==> src/rtl/pwm_pkg.sv <==
// Shared constants and helpers for the multi-channel PWM block.
package pwm_pkg;

    localparam logic PWM_MODE_EDGE   = 1'b0;
    localparam logic PWM_MODE_CENTER = 1'b1;

    // Index width that stays at least one bit wide for single-channel builds.
    function automatic int clog2_min1(input int n);
        return (n <= 2) ? 1 : $clog2(n);
    endfunction

endpackage

==> src/rtl/pwm_if.sv <==
// Duty write port: one strobe per cycle, addressed by channel index.
interface pwm_if #(
    parameter int CH = 4,
    parameter int CW = 8
);
    localparam int CHW = pwm_pkg::clog2_min1(CH);

    logic           wr_en;
    logic [CHW-1:0] wr_ch;
    logic [CW-1:0]  wr_duty;

    modport master (output wr_en, wr_ch, wr_duty);
    modport slave  (input  wr_en, wr_ch, wr_duty);
endinterface

==> src/rtl/pwm_channel.sv <==
// One PWM lane: shadow/active duty pair and the registered compare output.
module pwm_channel #(
    parameter int CW = 8
) (
    input  logic          clk,
    input  logic          reset,
    input  logic          wr,
    input  logic [CW-1:0] wr_duty,
    input  logic          load,
    input  logic [CW-1:0] cnt,
    input  logic          en,
    output logic          pwm_out
);

    logic [CW-1:0] shadow;
    logic [CW-1:0] active;

    // A write coinciding with load leaves active on the old shadow value.
    always_ff @(posedge clk or posedge reset) begin
        if (reset) begin
            shadow  <= '0;
            active  <= '0;
            pwm_out <= 1'b0;
        end else begin
            if (wr)   shadow <= wr_duty;
            if (load) active <= shadow;
            pwm_out <= en && (cnt < active);
        end
    end

endmodule

==> src/rtl/pwm_multi_channel.sv <==
// Shared-timebase PWM generator: edge/center counting with boundary-latched settings.
module pwm_multi_channel
    import pwm_pkg::*;
#(
    parameter int CH = 4,
    parameter int CW = 8
) (
    input  logic          clk,
    input  logic          reset,
    input  logic          en,
    input  logic          mode,
    input  logic [CW-1:0] period,
    pwm_if.slave          wr,
    output logic [CH-1:0] pwm_out,
    output logic          period_start
);

    localparam int CHW = clog2_min1(CH);

    logic [CW-1:0] cnt;
    logic [CW-1:0] top_act;
    logic          dir_dn;
    logic          mode_act;
    logic          wrap;
    logic          load;

    // top_act==1 in center mode wraps on the way up, so the count never goes below 0.
    always_comb begin
        wrap = 1'b0;
        if (en) begin
            if (mode_act == PWM_MODE_EDGE)
                wrap = (cnt == top_act);
            else
                wrap = (top_act == '0) ||
                       ((cnt == CW'(1)) && (dir_dn || (top_act == CW'(1))));
        end
    end

    assign load = wrap | ~en;

    always_ff @(posedge clk or posedge reset) begin
        if (reset) begin
            cnt          <= '0;
            dir_dn       <= 1'b0;
            top_act      <= '0;
            mode_act     <= PWM_MODE_EDGE;
            period_start <= 1'b0;
        end else begin
            period_start <= en && (cnt == '0);
            if (load) begin
                cnt      <= '0;
                dir_dn   <= 1'b0;
                top_act  <= period;
                mode_act <= mode;
            end else if ((mode_act == PWM_MODE_CENTER) && (dir_dn || (cnt == top_act))) begin
                dir_dn <= 1'b1;
                cnt    <= cnt - CW'(1);
            end else begin
                cnt <= cnt + CW'(1);
            end
        end
    end

    // Out-of-range indices match no lane, so such writes fall away naturally.
    for (genvar i = 0; i < CH; i++) begin : g_ch
        pwm_channel #(.CW(CW)) u_ch (
            .clk     (clk),
            .reset   (reset),
            .wr      (wr.wr_en && (wr.wr_ch == CHW'(i))),
            .wr_duty (wr.wr_duty),
            .load    (load),
            .cnt     (cnt),
            .en      (en),
            .pwm_out (pwm_out[i])
        );
    end

endmodule

==> src/flat_wrapper.sv <==
// flat-port wrapper written by rule: the top's interface ports become plain ports
module pwm_multi_channel_flat import pwm_pkg::*;
#(
    parameter int CH = 4,
    parameter int CW = 8
)
  (clk, reset, en, mode, period, pwm_out, period_start, wr_wr_en, wr_wr_ch, wr_wr_duty);
  pwm_if #(.CH(CH), .CW(CW)) wr_i ();
  input  logic clk;
  input  logic reset;
  input  logic en;
  input  logic mode;
  input  logic [CW-1:0] period;
  output logic [CH-1:0] pwm_out;
  output logic period_start;
  input wire logic [$bits(wr_i.wr_en)-1:0] wr_wr_en;
  input wire logic [$bits(wr_i.wr_ch)-1:0] wr_wr_ch;
  input wire logic [$bits(wr_i.wr_duty)-1:0] wr_wr_duty;
  assign wr_i.wr_en = wr_wr_en;
  assign wr_i.wr_ch = wr_wr_ch;
  assign wr_i.wr_duty = wr_wr_duty;
  pwm_multi_channel #(.CH(CH), .CW(CW)) u_core (.clk(clk), .reset(reset), .en(en), .mode(mode), .period(period), .wr(wr_i), .pwm_out(pwm_out), .period_start(period_start));
endmodule
==> config.mk <==
export PLATFORM = sky130hd
export DESIGN_NAME = pwm_multi_channel_flat
export DESIGN_NICKNAME = d
export VERILOG_FILES = /design/src/rtl/pwm_pkg.sv /design/src/rtl/pwm_if.sv /design/src/rtl/pwm_channel.sv /design/src/rtl/pwm_multi_channel.sv /design/src/flat_wrapper.sv
export SDC_FILE = /design/constraint.sdc
export NUM_CORES = 1
export LEC_CHECK = 0
export CORE_ASPECT_RATIO = 1.25
export CORE_UTILIZATION = 31
export DETAILED_ROUTE_END_ITERATION = 12
export HOLD_SLACK_MARGIN = 0.03
export SYNTH_ARGS = -nofsm -noshare
export SYNTH_HDL_FRONTEND = slang
export SYNTH_SLANG_ARGS = --single-unit
export TNS_END_PERCENT = 100
==> constraint.sdc <==
create_clock -name clk -period 2.91 [get_ports clk]
set_input_delay 0.873 -clock clk [delete_from_list [all_inputs] [get_ports clk]]
set_output_delay 0.873 -clock clk [all_outputs]
set_load 0.03 [all_outputs]
Yosys cells after proc, flatten, opt, wreduce, memory -nomap -nowiden. Index checks and enable logic that the tools add are counted.

Register bits after elaboration: 87. Input port bits: 23. Output and inout port bits: 5. Logic and storage cells: 55.

Add/subtract/negate cells: 2. $lt $le $gt $ge: 4. Equality and inequality tests: 6. Multiplexer cells: 6. Bitwise logic cells: 2. Reductions and logical operators: 18.

Operator list (count): 8-bit < comparator (4); 8-bit by 1-bit equality test with 1-bit output, second input constant (2); 8-bit zero test (2); 8-bit 2-to-1 mux (2); 1-bit logical AND (11); 8-bit by 1-bit adder with 8-bit output, second input constant (1); 8-bit equality test (1); 8-bit by 1-bit subtractor with 8-bit output, second input constant (1); 2-bit equality test, second input constant (2); 1-bit 2-to-1 mux (4); 1-bit logical OR (3); 2-bit by 1-bit equality test with 1-bit output, second input constant (1); 2-bit zero test (1); 2-bit nonzero test (1); 1-bit NOT (1); 1-bit bitwise OR (1).

Longest topological paths before layout.
Depth after elaboration: 8. Depth in mapped cells: 9. Mapped depth without buffers: 7.

Cells and area by module. From an unflattened synthesis, not the netlist that was laid out.

Cells, all modules: 409. Area, all modules: 4405.5 µm².

Modules (own cells, without submodules): pwm_channel (times used 4, cells an instance 69, area an instance 794.5 µm²); pwm_multi_channel (times used 1, cells an instance 133, area an instance 1227.4 µm²).

Worst setup path after synthesis. No wires, ideal clock.

Path kind: flip-flop to flip-flop. From: register u_core.cnt[4]. To: register u_core.g_ch[1].u_ch.active[0]. Library setup time: 0.125 ns. Arrival: 1.797 ns. Setup slack: 0.988 ns. Cell stages (with the launch flop): 10. Path buffers: 3. Clock period less this slack: 1.922 ns. Path through: dfrtp_1 -> buf_2 -> nor2_2 -> nand2_1 -> nor3_2 -> a31oi_1 -> o21ai_2 -> buf_6 -> buf_6 -> mux2_4.

Word-level cells in the longest chain between the ends: 6. Elaborated cells between the ends (all ways): 7. Classes of those cells: eq/ne: 2; mux: 2; bitwise: 1; reduce/logical: 2.

RTL lines: from (decl) (line pwm_multi_channel.sv:20) `logic [CW-1:0] cnt;`; from (signal assigned) (line pwm_multi_channel.sv:57) `cnt <= cnt - CW'(1);`; from (signal assigned) (line pwm_multi_channel.sv:59) `cnt <= cnt + CW'(1);`; 8-bit by 1-bit equality test with 1-bit output (line pwm_multi_channel.sv:35) `((cnt == CW'(1)) && (dir_dn || (top_act == CW'(1))));`; 1-bit logical AND (line pwm_multi_channel.sv:35); 1-bit logical OR (line pwm_multi_channel.sv:34) `wrap = (top_act == '0) ||`; 1-bit 2-to-1 mux (*) (line pwm_multi_channel.sv:31) `if (mode_act == PWM_MODE_EDGE)`; 1-bit 2-to-1 mux (*) (line pwm_multi_channel.sv:30) `if (en) begin`; 1-bit bitwise OR (*) (line pwm_multi_channel.sv:39) `assign load = wrap | ~en;`; to (signal assigned) (line pwm_channel.sv:26) `if (load) active <= shadow;`; to (decl) (line pwm_channel.sv:16) `logic [CW-1:0] active;`.

Every way passes the cells marked *; elsewhere a longest branch is shown, timed or not. A chain may end at the register's enable or synchronous reset.

Worst setup path after layout.
From: register u_core.cnt[2]. To: register u_core.g_ch[2].u_ch.active[5].

Word-level cells in the longest chain between the ends: 6. Elaborated cells between the ends (all ways): 7. Classes of those cells: eq/ne: 2; mux: 2; bitwise: 1; reduce/logical: 2.

RTL lines (line): 8-bit by 1-bit equality test with 1-bit output (pwm_multi_channel.sv:35); 1-bit logical AND (pwm_multi_channel.sv:35); 1-bit logical OR (pwm_multi_channel.sv:34); 1-bit 2-to-1 mux (*) (pwm_multi_channel.sv:31); 1-bit 2-to-1 mux (*) (pwm_multi_channel.sv:30); 1-bit bitwise OR (*) (pwm_multi_channel.sv:39); to (signal assigned) (pwm_channel.sv:26); to (decl) (pwm_channel.sv:16).

Marked as above.

==> impl_metrics.csv <==
group,metric,value,unit
die,core_area,13800,sq um
sta,setup-tns-final,0,ns
sta,drv_slew,0,
sta,rsz0062_at_grt,"false",
clock_network,cts_buffers,9,
die,fp.dieW,108,um
sta,fin_crit,2.24,ns
hold_path,whs_path_depth,1,
final_layout,drive_gt1_frac,0.251,
clock_network,cts_tree,"built",
critical_path,cp_cell_sequence,"nor2_1 > nand2_1 > nor3_2 > a31oi_1 > o21ai_4 > buf_4 > mux2_2",
synthesis,synth_nets,417,
power_and_ir_drop,powerDensity,673,nW/um^2
synthesis,synth_top_area_cell,"dfrtp_1",
critical_path,cp-end-kind,"flop",
power_and_ir_drop,power.leakage,2.39,nW
critical_path,reg2reg_to,"u_core.g_ch[2].u_ch.active[5]",
route,vias,2698,
placed_design,gp_congestion,0.800,
synthesis,avgSynthCellArea,12.1,sq um
synthesis,synthCells,362,
global_route,overflow,0,
clock_network,h-tree-depth,3,
critical_path,reg2reg_setup_slack,0.67,ns
global_route,grtUsageTotal,0.128,
synthesis,synth_most_common_cell,"dfrtp_1",
hold_path,hold_end,"u_core.g_ch[3].u_ch.shadow[5]",
critical_path,slowest_delay,0.51,ns
sta,slew_headroom,0.661,
critical_path,r2r_cells,7,
final_layout,n_antenna_cell,0,
final_layout,nFillCells,1365,
critical_path,reg2reg_from,"u_core.cnt[2]",
clock_network,cts_hold_buf,0,
route,wirelength,8210,um
die,num_rows,48,
global_route,grt_pass1_wl,14300,um
sta,worst_clock_skew,0.00411,ns
route,ant_nets,0,
synthesis,synth_edf_count,0,
route,drcViolationCount,0,
global_route,grt_max_degree,88,
placed_design,dp.final_hpwl,5800,um
route,dr.pass1.iters,4,
sta,worst_pin_slew,0.508,ns
hold_path,hp-class,"flop to flop",
final_layout,nets,448,
sta,post-route-period-util,0.770,
critical_path,required,3.13,ns
sta,fmaxAchievable,0.446,GHz
synthesis,synth_area,4380,sq um
placed_design,place_ws,0.450,ns
synthesis,synth.yosys.warnings,0,
clock_network,postCtsSetupRepairBufs,0,
clock_network,numClockSinks,87,
critical_path,critPathKind,"flop to flop",
die,die-area,14600,sq um
synthesis,synth.area.top_cells,"dfrtp_1, mux2_2, ha_1, inv_1, xnor2_1",
global_route,antenna_found_initial,0,
final_layout,area_growth,17.7,%
route,wire_per_inst,14.3,um
synthesis,ys_top_cells_by_count,"dfrtp_1, mux2_2, inv_1",
die,initial_core_util,0.317,
synthesis,synth_top_area_frac,0.497,
critical_path,crit_path_start_kind,"flop",
hold_path,min-delay-start,"u_core.g_ch[3].u_ch.shadow[5]",
sta,fin_ws,0.669,ns
synthesis,yosysSeqAreaShare,0.497,
clock_network,cts.clk_slew.worst_paths,0.06,ns
outcome,status,"completed",
job,cap_violations,0,
route,dr.first_iter.drc_count,56,
clock_network,cts_resized,0,
clock_network,clkLatencyLatePin,0.34,ns
sta,setup_violations,0,
clock_network,cts_root_buffer,"clkbuf_16",
power_and_ir_drop,vdd_ir_drop_max,0.305,mV
synthesis,async_flop_share,1.00,
die,die_height,135,um
synthesis,synth.ff_latch_count,87,
sta,finalHoldViolCount,0,
route,via_per_inst,4.71,
synthesis,ys.flop_type,"dfrtp_1",
placed_design,port_buffers,27,
synthesis,ys_types,37,
critical_path,crit_arrival,2.46,ns
critical_path,cp_slowest_cell,"dfrtp_1",
global_route,grt_pass1_vias,2809,
critical_path,crit_fanout,29,
die,ios,28,
clock_network,clockBufferDepth,2,
## cells by family (layout without fill, tap and decap cells)
logic type               Yosys count  in the layout  synth area share
multiplexers                      72             72             0.186
AO/OA/AOI/OAI                     44             44            0.0669
adder cells (fa/ha/maj)           32             32            0.0915
XOR/XNOR                           9              9            0.0180
buffers and inverters             48             84            0.0529
flip-flops                        87             87             0.497
AND/OR/NAND/NOR                   70             70            0.0872
## report_power, final
| part | total (mW) | switching [mW] | internal [mW] |
|---|---|---|---|
| clock | 1.20 | 0.466 | 0.738 |
| sequential | 1.59 | 0.146 | 1.45 |
| combinational | 0.669 | 0.298 | 0.371 |
| total | 3.47 | 0.911 | 2.55 |
## worst max path at each step
stage                  start                       endpoint  slack, ns
2_1_floorplan  u_core.cnt[4]  u_core.g_ch[1].u_ch.active[0]       0.99
3_3_place_gp              en  u_core.g_ch[0].u_ch.active[5]       0.48
3_5_place_dp              en              u_core.top_act[4]       0.45
4_1_cts        u_core.cnt[2]              u_core.top_act[4]       0.63
5_1_grt        u_core.cnt[2]  u_core.g_ch[0].u_ch.active[4]       0.49
6_report       u_core.cnt[2]  u_core.g_ch[2].u_ch.active[5]       0.67
## sequential cells by signal (all words and copies together), names as in the netlist
register                  flops
u_core.g_ch.u_ch.pwm_out      4
u_core.period_start           1
u_core.dir_dn                 1
u_core.g_ch.u_ch.shadow      32
u_core.cnt                    8
u_core.g_ch.u_ch.active      32
u_core.mode_act               1
u_core.top_act                8
## final cells by class
cell class                      count  area (sq um)  area share
Clock buffer                       12           267      0.0517
Clock inverter                      4          51.3     0.00996
Inverter                           35           135      0.0262
Multi-Input combinational cell    227          1980       0.383
Sequential cell                    87          2180       0.423
Tap cell                          175           219      0.0425
Timing Repair Buffer               33           328      0.0636
## placed cells by master (no fill, tap or decap), drive strengths merged
cell type      instances
a211oi                 4
a21boi                 4
a21o                   8
a21oi                  2
a31oi                  2
and3                   9
and4                   2
buf                    6
bufinv                 1
clkbuf                12
clkdlybuf4s50         27
clkinv                 2
clkinvlp               1
dfrtp                 87
ha                    32
inv                   35
mux2                  72
nand2                  9
nand2b                 5
nand3                  3
nand3b                 2
nand4                  2
nor2                  15
nor2b                  5
nor3                  13
nor3b                  3
nor4                   2
o211ai                 4
o21a                   4
o21ai                 15
o21bai                 1
xnor2                  8
xor2                   1
## stage by stage
step                utilization  instance area, sq um  total power, mW  std cells  hold slack, ns
finish                    0.373                  5150             3.47        573           0.502
global route              0.373                  5150             3.68        573           0.515
CTS                       0.373                  5150             3.52        573           0.504
detailed placement        0.350                  4830             2.29        557           0.490
global placement          0.350                  4830             2.27        557           0.483
floorplan                     -                  4380             2.09        362           0.474
## layer usage
layer | wire length, um | vias up | GRT usage
li1 | - | 1319 | -
met1 | 3910 | 1338 | 0.165
met2 | 3910 | 30 | 0.208
met3 | 211 | 11 | 0.0236
met4 | 174 | 0 | 0.0586
met5 | 0 | - | 0
## critical path, delay by kind of cell, from the launching register on
kind	cells	cell delay, ns
and+or+nand+nor	3	0.48
AOI/OAI and AO/OA	2	0.35
muxes	1	0.38
DFF	1	0.51
buffers and inverters	1	0.37
No activity file was read; power rests on OpenSTA's default activity.
